### config.mk
export PLATFORM = sky130hd
export DESIGN_NAME = alu_seq
export DESIGN_NICKNAME = d
export VERILOG_FILES = /design/src/rtl/alu_seq.sv
export SDC_FILE = /design/constraint.sdc
export NUM_CORES = 1
export LEC_CHECK = 0
export ABC_AREA = 1
export CAP_MARGIN = 20
export CORE_ASPECT_RATIO = 1.4
export CORE_UTILIZATION = 50
export CTS_CLUSTER_SIZE = 8
export DETAILED_ROUTE_END_ITERATION = 10
export GPL_TIMING_DRIVEN = 0
export PLACE_DENSITY = 0.67
export SLEW_MARGIN = 20
export SYNTH_ARGS = -nofsm -noshare
export SYNTH_HDL_FRONTEND = slang
export SYNTH_SLANG_ARGS = --single-unit
### constraint.sdc
create_clock -name clk -period 7.3 [get_ports clk]
set_input_delay 0.73 -clock clk [delete_from_list [all_inputs] [get_ports clk]]
set_output_delay 0.73 -clock clk [all_outputs]
set_load 0.02 [all_outputs]
### src/rtl/alu_seq.sv
// EX-stage execute unit: sixteen single-cycle ALU ops plus iterative unsigned
// multiply/divide behind a valid/ready handshake, with registered result and flags.
module alu_seq #(
   parameter int WIDTH = 16
) (
   input  logic             clk,
   input  logic             rst_n,
   input  logic             in_valid,
   output logic             in_ready,
   input  logic [4:0]       alu_op,
   input  logic             flags_we,
   input  logic [WIDTH-1:0] s_1,
   input  logic [WIDTH-1:0] s_2,
   output logic             out_valid,
   output logic [WIDTH-1:0] result,
   output logic [3:0]       flags,
   output logic             busy
);

   localparam logic [1:0] ST_IDLE = 2'd0;
   localparam logic [1:0] ST_MUL  = 2'd1;
   localparam logic [1:0] ST_DIV  = 2'd2;

   localparam logic [4:0] OP_NAND = 5'h00;
   localparam logic [4:0] OP_ADD  = 5'h01;
   localparam logic [4:0] OP_ADDC = 5'h02;
   localparam logic [4:0] OP_OR   = 5'h03;
   localparam logic [4:0] OP_SUBC = 5'h04;
   localparam logic [4:0] OP_AND  = 5'h05;
   localparam logic [4:0] OP_SUB  = 5'h06;
   localparam logic [4:0] OP_XOR  = 5'h07;
   localparam logic [4:0] OP_NOT  = 5'h08;
   localparam logic [4:0] OP_SHL  = 5'h09;
   localparam logic [4:0] OP_SHR  = 5'h0A;
   localparam logic [4:0] OP_ROTL = 5'h0B;
   localparam logic [4:0] OP_ROTR = 5'h0C;
   localparam logic [4:0] OP_SSHR = 5'h0D;
   localparam logic [4:0] OP_SHRC = 5'h0E;
   localparam logic [4:0] OP_SHLC = 5'h0F;
   localparam logic [4:0] OP_MUL  = 5'h10;
   localparam logic [4:0] OP_MULH = 5'h11;
   localparam logic [4:0] OP_DIVU = 5'h12;
   localparam logic [4:0] OP_REMU = 5'h13;

   localparam int M  = WIDTH - 1;
   localparam int CW = $clog2(WIDTH);

   logic [1:0]         state;
   logic [CW-1:0]      cnt;
   logic [2*WIDTH-1:0] prod;
   logic [WIDTH-1:0]   opnd;
   logic [WIDTH-1:0]   rem;
   logic [WIDTH-1:0]   quo;
   logic               hi_sel;
   logic               we_q;

   logic               accept;
   logic               div_zero;
   logic               start_mul;
   logic               start_div;
   logic               c_in;
   logic [WIDTH:0]     sum;
   logic [WIDTH:0]     diff;
   logic [WIDTH-1:0]   alu_res;
   logic               alu_c;
   logic               alu_o;
   logic               alu_upd;

   logic [WIDTH-1:0]   addend;
   logic [WIDTH:0]     msum;
   logic [2*WIDTH-1:0] prod_n;
   logic [WIDTH-1:0]   mul_res;
   logic [3:0]         mul_flags;
   logic [WIDTH:0]     dshift;
   logic               dge;
   logic [WIDTH-1:0]   dsub;
   logic [WIDTH-1:0]   rem_n;
   logic [WIDTH-1:0]   quo_n;
   logic [WIDTH-1:0]   div_res;
   logic [3:0]         div_flags;

   assign in_ready  = (state == ST_IDLE);
   assign busy      = ~in_ready;
   assign accept    = in_valid & in_ready;
   assign div_zero  = (s_2 == '0);
   assign start_mul = (alu_op == OP_MUL) || (alu_op == OP_MULH);
   assign start_div = ((alu_op == OP_DIVU) || (alu_op == OP_REMU)) && !div_zero;

   always_comb begin
      c_in    = flags[0];
      sum     = {1'b0, s_1} + {1'b0, s_2} + {{WIDTH{1'b0}}, (alu_op == OP_ADDC) & c_in};
      diff    = {1'b0, s_1} - {1'b0, s_2} - {{WIDTH{1'b0}}, (alu_op == OP_SUBC) & ~c_in};
      alu_res = '0;
      alu_c   = 1'b0;
      alu_o   = 1'b0;
      alu_upd = 1'b1;
      case (alu_op)
         OP_NAND: alu_res = ~(s_1 & s_2);
         OP_ADD, OP_ADDC: begin
            alu_res = sum[M:0];
            alu_c   = sum[WIDTH];
            alu_o   = (s_1[M] == s_2[M]) && (sum[M] != s_1[M]);
         end
         OP_OR:   alu_res = s_1 | s_2;
         OP_SUB, OP_SUBC: begin
            alu_res = diff[M:0];
            alu_c   = diff[WIDTH];
            alu_o   = (s_1[M] != s_2[M]) && (diff[M] != s_1[M]);
         end
         OP_AND:  alu_res = s_1 & s_2;
         OP_XOR:  alu_res = s_1 ^ s_2;
         OP_NOT:  alu_res = ~s_2;
         OP_SHL: begin
            alu_res = {s_2[M-1:0], 1'b0};
            alu_c   = s_2[M];
         end
         OP_SHR: begin
            alu_res = {1'b0, s_2[M:1]};
            alu_c   = s_2[0];
         end
         OP_ROTL: begin
            alu_res = {s_2[M-1:0], s_2[M]};
            alu_c   = s_2[M];
         end
         OP_ROTR: begin
            alu_res = {s_2[0], s_2[M:1]};
            alu_c   = s_2[0];
         end
         OP_SSHR: begin
            alu_res = {s_2[M], s_2[M:1]};
            alu_c   = s_2[0];
         end
         OP_SHRC: begin
            alu_res = {c_in, s_2[M:1]};
            alu_c   = s_2[0];
         end
         OP_SHLC: begin
            alu_res = {s_2[M-1:0], c_in};
            alu_c   = s_2[M];
         end
         OP_MUL, OP_MULH: ;
         // Only reached on the single-cycle path when the divisor is zero.
         OP_DIVU: begin
            alu_res = '1;
            alu_o   = 1'b1;
         end
         OP_REMU: begin
            alu_res = s_1;
            alu_o   = 1'b1;
         end
         default: alu_upd = 1'b0;
      endcase
   end

   // Shift-add step: high half accumulates, multiplier bits shift out of the low half.
   always_comb begin
      addend    = prod[0] ? opnd : '0;
      msum      = {1'b0, prod[2*WIDTH-1:WIDTH]} + {1'b0, addend};
      prod_n    = {msum, prod[M:1]};
      mul_res   = hi_sel ? prod_n[2*WIDTH-1:WIDTH] : prod_n[M:0];
      mul_flags = {1'b0, mul_res[M], mul_res == '0, prod_n[2*WIDTH-1:WIDTH] != '0};
   end

   // Restoring step: partial remainder stays below the divisor, so it fits WIDTH bits.
   always_comb begin
      dshift    = {rem, quo[M]};
      dge       = dshift >= {1'b0, opnd};
      dsub      = dshift[M:0] - opnd;
      rem_n     = dge ? dsub : dshift[M:0];
      quo_n     = {quo[M-1:0], dge};
      div_res   = hi_sel ? rem_n : quo_n;
      div_flags = {1'b0, div_res[M], div_res == '0, 1'b0};
   end

   always_ff @(posedge clk or negedge rst_n) begin
      if (!rst_n) begin
         state     <= ST_IDLE;
         cnt       <= '0;
         prod      <= '0;
         opnd      <= '0;
         rem       <= '0;
         quo       <= '0;
         hi_sel    <= 1'b0;
         we_q      <= 1'b0;
         result    <= '0;
         flags     <= '0;
         out_valid <= 1'b0;
      end else begin
         out_valid <= 1'b0;
         case (state)
            ST_IDLE: begin
               if (accept) begin
                  hi_sel <= alu_op[0];
                  we_q   <= flags_we;
                  opnd   <= s_2;
                  cnt    <= CW'(WIDTH - 1);
                  if (start_mul) begin
                     state <= ST_MUL;
                     prod  <= {{WIDTH{1'b0}}, s_1};
                  end else if (start_div) begin
                     state <= ST_DIV;
                     rem   <= '0;
                     quo   <= s_1;
                  end else begin
                     result    <= alu_res;
                     out_valid <= 1'b1;
                     if (flags_we && alu_upd)
                        flags <= {alu_o, alu_res[M], alu_res == '0, alu_c};
                  end
               end
            end
            ST_MUL: begin
               prod <= prod_n;
               cnt  <= cnt - CW'(1);
               if (cnt == '0) begin
                  state     <= ST_IDLE;
                  result    <= mul_res;
                  out_valid <= 1'b1;
                  if (we_q)
                     flags <= mul_flags;
               end
            end
            ST_DIV: begin
               rem <= rem_n;
               quo <= quo_n;
               cnt <= cnt - CW'(1);
               if (cnt == '0) begin
                  state     <= ST_IDLE;
                  result    <= div_res;
                  out_valid <= 1'b1;
                  if (we_q)
                     flags <= div_flags;
               end
            end
            default: state <= ST_IDLE;
         endcase
      end
   end

endmodule

# ---- Word level (Yosys, flattened, before mapping)
# Index checks and enable logic that the tools add are counted.
dict set report totals {
  in_bits 41
  word_cells 145
  output_inout_bits 23
  register_bits 109
}
dict set report op_classes {
  bitwise_logic 10
  addsub 7
  reduce_logical 33
  eq_ne 37
  magnitude_cmp 1
  n_mux 46
}
# cell count
set op_table {}
lappend op_table {{$pmux 16 s16} 1}
lappend op_table {{$mux 16} 15}
lappend op_table {{$logic_not 16->1} 4}
lappend op_table {{$mux 32} 2}
lappend op_table {{$pmux 16 s2} 2}
lappend op_table {{$pmux 32 s2} 1}
lappend op_table {{$pmux 16 s3} 1}
lappend op_table {{$eq 5x4->1 const B} 8}
lappend op_table {{$mux 4} 9}
lappend op_table {{$add 16x16->17} 2}
lappend op_table {{$not 16->16} 2}
lappend op_table {{$eq 5x3->1 const B} 4}
lappend op_table {{$eq 5x5->1 const B} 4}
lappend op_table {{$reduce_or 20->1} 1}
lappend op_table {{$add 17x1->17} 1}
lappend op_table {{$ge 17x16->1} 1}
lappend op_table {{$sub 16x16->17} 1}
lappend op_table {{$sub 17x1->17} 1}
lappend op_table {{$and 16x16->16} 1}
lappend op_table {{$or 16x16->16} 1}
lappend op_table {{$reduce_bool 16->1} 1}
lappend op_table {{$sub 16x16->16} 1}
lappend op_table {{$xor 16x16->16} 1}
lappend op_table {{$ne 2x2->1 const B} 6}
lappend op_table {{35 further kinds} 63}

# ---- Depth between registers and ports, before layout
dict set report logic_depth {
  depth_word 11
  depth_mapped 23
  mapped_depth_nobuf 23
}

# ---- Worst setup path before layout
# Ideal clock, no wire load.
dict set report synth_path {
  kind {input to register}
  start {input alu_op[3]}
  end {register flags[1]}
  path_slack_ps 4095
  arrival_time_ps 3132
  cell_stages 23
  required_time_ps 7227
  path_buffers 0
  setup_ps 73
  path_cell_list {nor2_2 -> nand2_2 -> inv_1 -> nand3_1 -> fa_1 -> fa_1 -> inv_1 -> nand3_1 -> nand2_1 -> nand2_1 -> nand2_1 -> nand3_1 -> nand2_1 -> nand2_1 -> nand3_1 -> nand3_1 -> nor2_1 -> nand2_1 -> nor2_1 -> nand3_1 -> nand2_1 -> inv_2 -> a21oi_2}
}
dict set report synth_via {
  elab_chain_len 10
  word_cells_on_any_way 43
  cone_classes {add/sub: 2; eq/ne: 22; mux: 7; bitwise: 2; reduce/logical: 10}
}
# item line_no
set synth_lines {}
lappend synth_lines {{from (decl)} 10} ;# input logic [4:0] alu_op,
lappend synth_lines {{$eq 5x3->1 or $eq 5x2->1 (tied branches)} {92, 97, 91}}
lappend synth_lines {{$and 1x1->1 (on tied branches)} {92, 91}}
lappend synth_lines {{$sub 17x1->17 or $add 17x1->17 (tied branches)} {92, 91}}
lappend synth_lines {{$pmux 16 s16} 97} ;# case (alu_op)
lappend synth_lines {{$logic_not 16->1} 208} ;# flags <= {alu_o, alu_res[M], alu_res == '0, alu_c};
lappend synth_lines {{$mux 4} 207} ;# if (flags_we && alu_upd)
lappend synth_lines {{$mux 4} 200} ;# end else if (start_div) begin
lappend synth_lines {{$mux 4} 197} ;# if (start_mul) begin
lappend synth_lines {{$mux 4} 192} ;# if (accept) begin
lappend synth_lines {{$pmux 4 s3} 190} ;# case (state)
lappend synth_lines {{to (signal assigned)} 208}
lappend synth_lines {{to (signal assigned)} 220} ;# flags <= mul_flags;
lappend synth_lines {{to (signal assigned)} 232} ;# flags <= div_flags;
lappend synth_lines {{to (decl)} 16} ;# output logic [3:0] flags,
# Parallel ways exist; a longest one is shown, timed or not. The select of a mux whose other input is x is not followed.
# A chain may end at the register's enable or synchronous reset.

# ---- Worst setup path after layout
dict set report layout_path {
  start {input alu_op[0]}
  end {register flags[1]}
}
# The elaborated chain is that of the path after synthesis.

==> run summary <==
Vias/cell: 5.80
R2R depth: 21
Final Critical Period: 4.39 ns
Worst hold path type: in2async
Reg clk slew, reported paths: 0.07 ns
Global-route usage over all layers: 39.2%
Adder-Cell Fraction of Synth Area: 12.1%
Post-synthesis sequential area ratio: 24.2%
Highest routed layer: met4
Synth Area in XOR/XNOR: 0.932%
Post-synthesis async set-or-reset flop share: 100%
WL met3: 2430 um
Critical path data arrival time: 4.68 ns
Top delay family on crit path: simple AND/OR/NAND/NOR gates
Cell taking the most area after synthesis: dfrtp_1
WL/cell: 20.6 um
Synth cell count leaders: nand2_1, inv_1, nor2_1
CP Capture Type: register
# resized after CTS: 0
Clk_lat worst skew: 0.36 ns
Worst hold margin: 0.319 ns
Post-Synth Simple-Gate Area: 34.9%
Synthesis-stage register bit count: 109
Std-Cell Rows: 64
Slowest-stage cell, CP: clkdlybuf4s50_1
Setup crit start: alu_op[0]
Synth Area in Compound Gates: 16.9%
H-tree depth: 3
Avg Cell Area, Syn: 6.30 sq um
Setup TNS after final layout: 0 ns
Syn Inst Count: 1791
Vias in the first global route: 12200
Area contributors post-synth: dfrtp_1, nand2_1, ha_1, inv_1, nand3_1
DRC: 0
Starting DRT DRC Count: 867
Count leader, synth: nand2_1
RSZ-0062 raised after global routing: no
CORE AREA: 0.0220 sq mm
Post-DP HPWL: 37100 um
Met2 WL: 22000 um
Required time worst endpoint: 7.59 ns
Number of synthesis warnings: 0
Initial antenna violation count: 0
Max cap viols: 0
CTS Hold Bufs: 0
Pre-CTS setup slack: 2.64 ns
Post-CTS Setup Repair Bufs: 0
DRT antenna net count: 0
Post-synthesis mux area share: 0%
M1 WL: 16200 um
Die W: 129 um
Pins over their slew limit: 0
Slew HR: 45.6%
R2R Path End: flags[1]
Setup Skew: 0.00729 ns
Fin crit share: 60.1%
Max incr delay on CP: 0.52 ns
Synthesized area: 0.0113 sq mm
Worst path bufs/invs: 5
Maximum VDD drop: 0.000200 V
First-pass GRT wire length: 67500 um
Synth Net Count: 1937
WS Path Type: in2reg
Most used cell, CP: nand2_1
Post-Route WL: 44700 um
R2R Setup Slk: 3.65 ns
EDFF count, synth: 0
GRT overflow: 0
Layout cells sized above 1: 4.44%
Pin slew with the least headroom to its limit: 0.816 ns
Crit-path max FO: 6
Port Buffers: 63
CP Launch Type: input pin
Main synth FF type: dfrtp_1
CTS tree: built
Critical-path cell list: clkdlybuf4s50_1 -> inv_1 -> nand3_2 -> inv_2 -> nand2_1 -> fa_1 -> ha_1 -> inv_1 -> o21ai_0 -> nand2_1 -> nand3_1 -> nand2_1 -> nand2_1 -> nand2_1 -> nand3_1 -> nand3_1 -> nor2_1 -> nand2_1 -> nor2_1 -> nand3_1 -> nand2_1 -> inv_2 -> a21oi_2
Fin. Hold Viols: 0
Fin cells: 2167
Fmax: 228 MHz
Initial core utilization: 51.2%
Total clock sinks: 109
Largest family of logic cells by synthesized area: simple AND/OR/NAND/NOR gates
DR pass1 iterations: 8
Setup ws final: 2.91 ns
CTS root buf: clkbuf_16
Nets: 2012
# IOs: 64
Die height: 180 um
Cell Pwr Density: 370 mW/mm^2
Reg2reg start: prod[0]
Vias: 12600
TritonCTS buffer count: 9
Antenna diode count: 0
Placed cell count: 2152
P&R area growth vs syn: 11.9%
Final RePlAce weighted congestion: 1.04
Clock Tree Buf Depth: 2
Largest net degree at the start of global routing: 57
Die area: 0.0232 sq mm
Status: complete, no violations
Tot Pwr: 4.67 mW
Library cells used by synthesis: 47
Leakage: 6.48 nW
# setup viols final: 0
Yosys top cell area share: 24.2%
[cell usage in the layout, fill, tap and decap left out, types with 5 or more instances in the layout]
master,count
a21o_1,5
a21oi_1,85
a31oi_1,21
and2_1,14
buf_2,10
clkbuf_1,31
clkbuf_16,9
clkdlybuf4s50_1,62
dfrtp_1,109
fa_1,6
ha_1,99
inv_1,256
inv_2,13
nand2_1,496
nand2_2,5
nand3_1,150
nand3_2,7
nand3b_1,9
nand4_1,27
nor2_1,163
nor2_2,7
nor3_1,11
nor4_1,8
o2111ai_1,11
o211ai_1,7
o21ai_0,115
o21ai_1,15
o22ai_1,48
or2_2,11
xnor2_1,5
xor2_1,7
[state kept, by name (all words and copies together), names as in the netlist]
| name | count |
|---|---|
| flags | 4 |
| result | 16 |
| cnt | 4 |
| quo | 16 |
| rem | 16 |
| opnd | 16 |
| out_valid | 1 |
| we_q | 1 |
| prod | 32 |
| hi_sel | 1 |
| state | 2 |
[worst max path at each step]
stage / end / depth (start not counted) / slack, ns
final: flags[1] / 23 / 2.91
after global routing: flags[1] / 23 / 2.74
after CTS: flags[1] / 23 / 3.02
after detailed placement: flags[1] / 23 / 2.64
after global placement: state[0] / 1 / 1.14
after floorplan: flags[1] / 23 / 4.10
[final cells by class]
| cell class | count | area, sq um |
|---|---|---|
| clock inverter | 3 | 43.8 |
| buffer | 48 | 234 |
| tap | 297 | 372 |
| sequential | 109 | 2730 |
| multi-input combinational | 1364 | 7300 |
| timing repair buffer | 64 | 659 |
| fill | 2241 | 9400 |
| clock buffer | 12 | 267 |
| inverter | 270 | 1010 |
[layer usage]
layer,global-route usage [%],up-vias
met1,42.4,5834
li1,-,6052
met5,0,-
met3,5.15,186
met4,33.3,0
met2,67.0,499
[kinds of logic after synthesis]
family / after synthesis
XOR/XNOR: 12
AND/OR/NAND/NOR: 914
flip-flops: 109
buffers and inverters: 318
adder cells (fa/ha/maj): 105
AO/OA/AOI/OAI: 333
[report_power, final]
part | internal [mW] | total, mW | switching, mW
clock | 0.293 | 0.521 | 0.228
combinational | 1.04 | 3.09 | 2.05
sequential | 0.842 | 1.06 | 0.223
total | 2.18 | 4.67 | 2.50
[through the flow]
stage	util [%]	area (sq um)
floorplan	-	11300
global placement	55.8	12300
detailed placement	55.9	12300
CTS	57.3	12600
global route	57.3	12600
finish	57.3	12600
(Power assumes the default switching activity.)
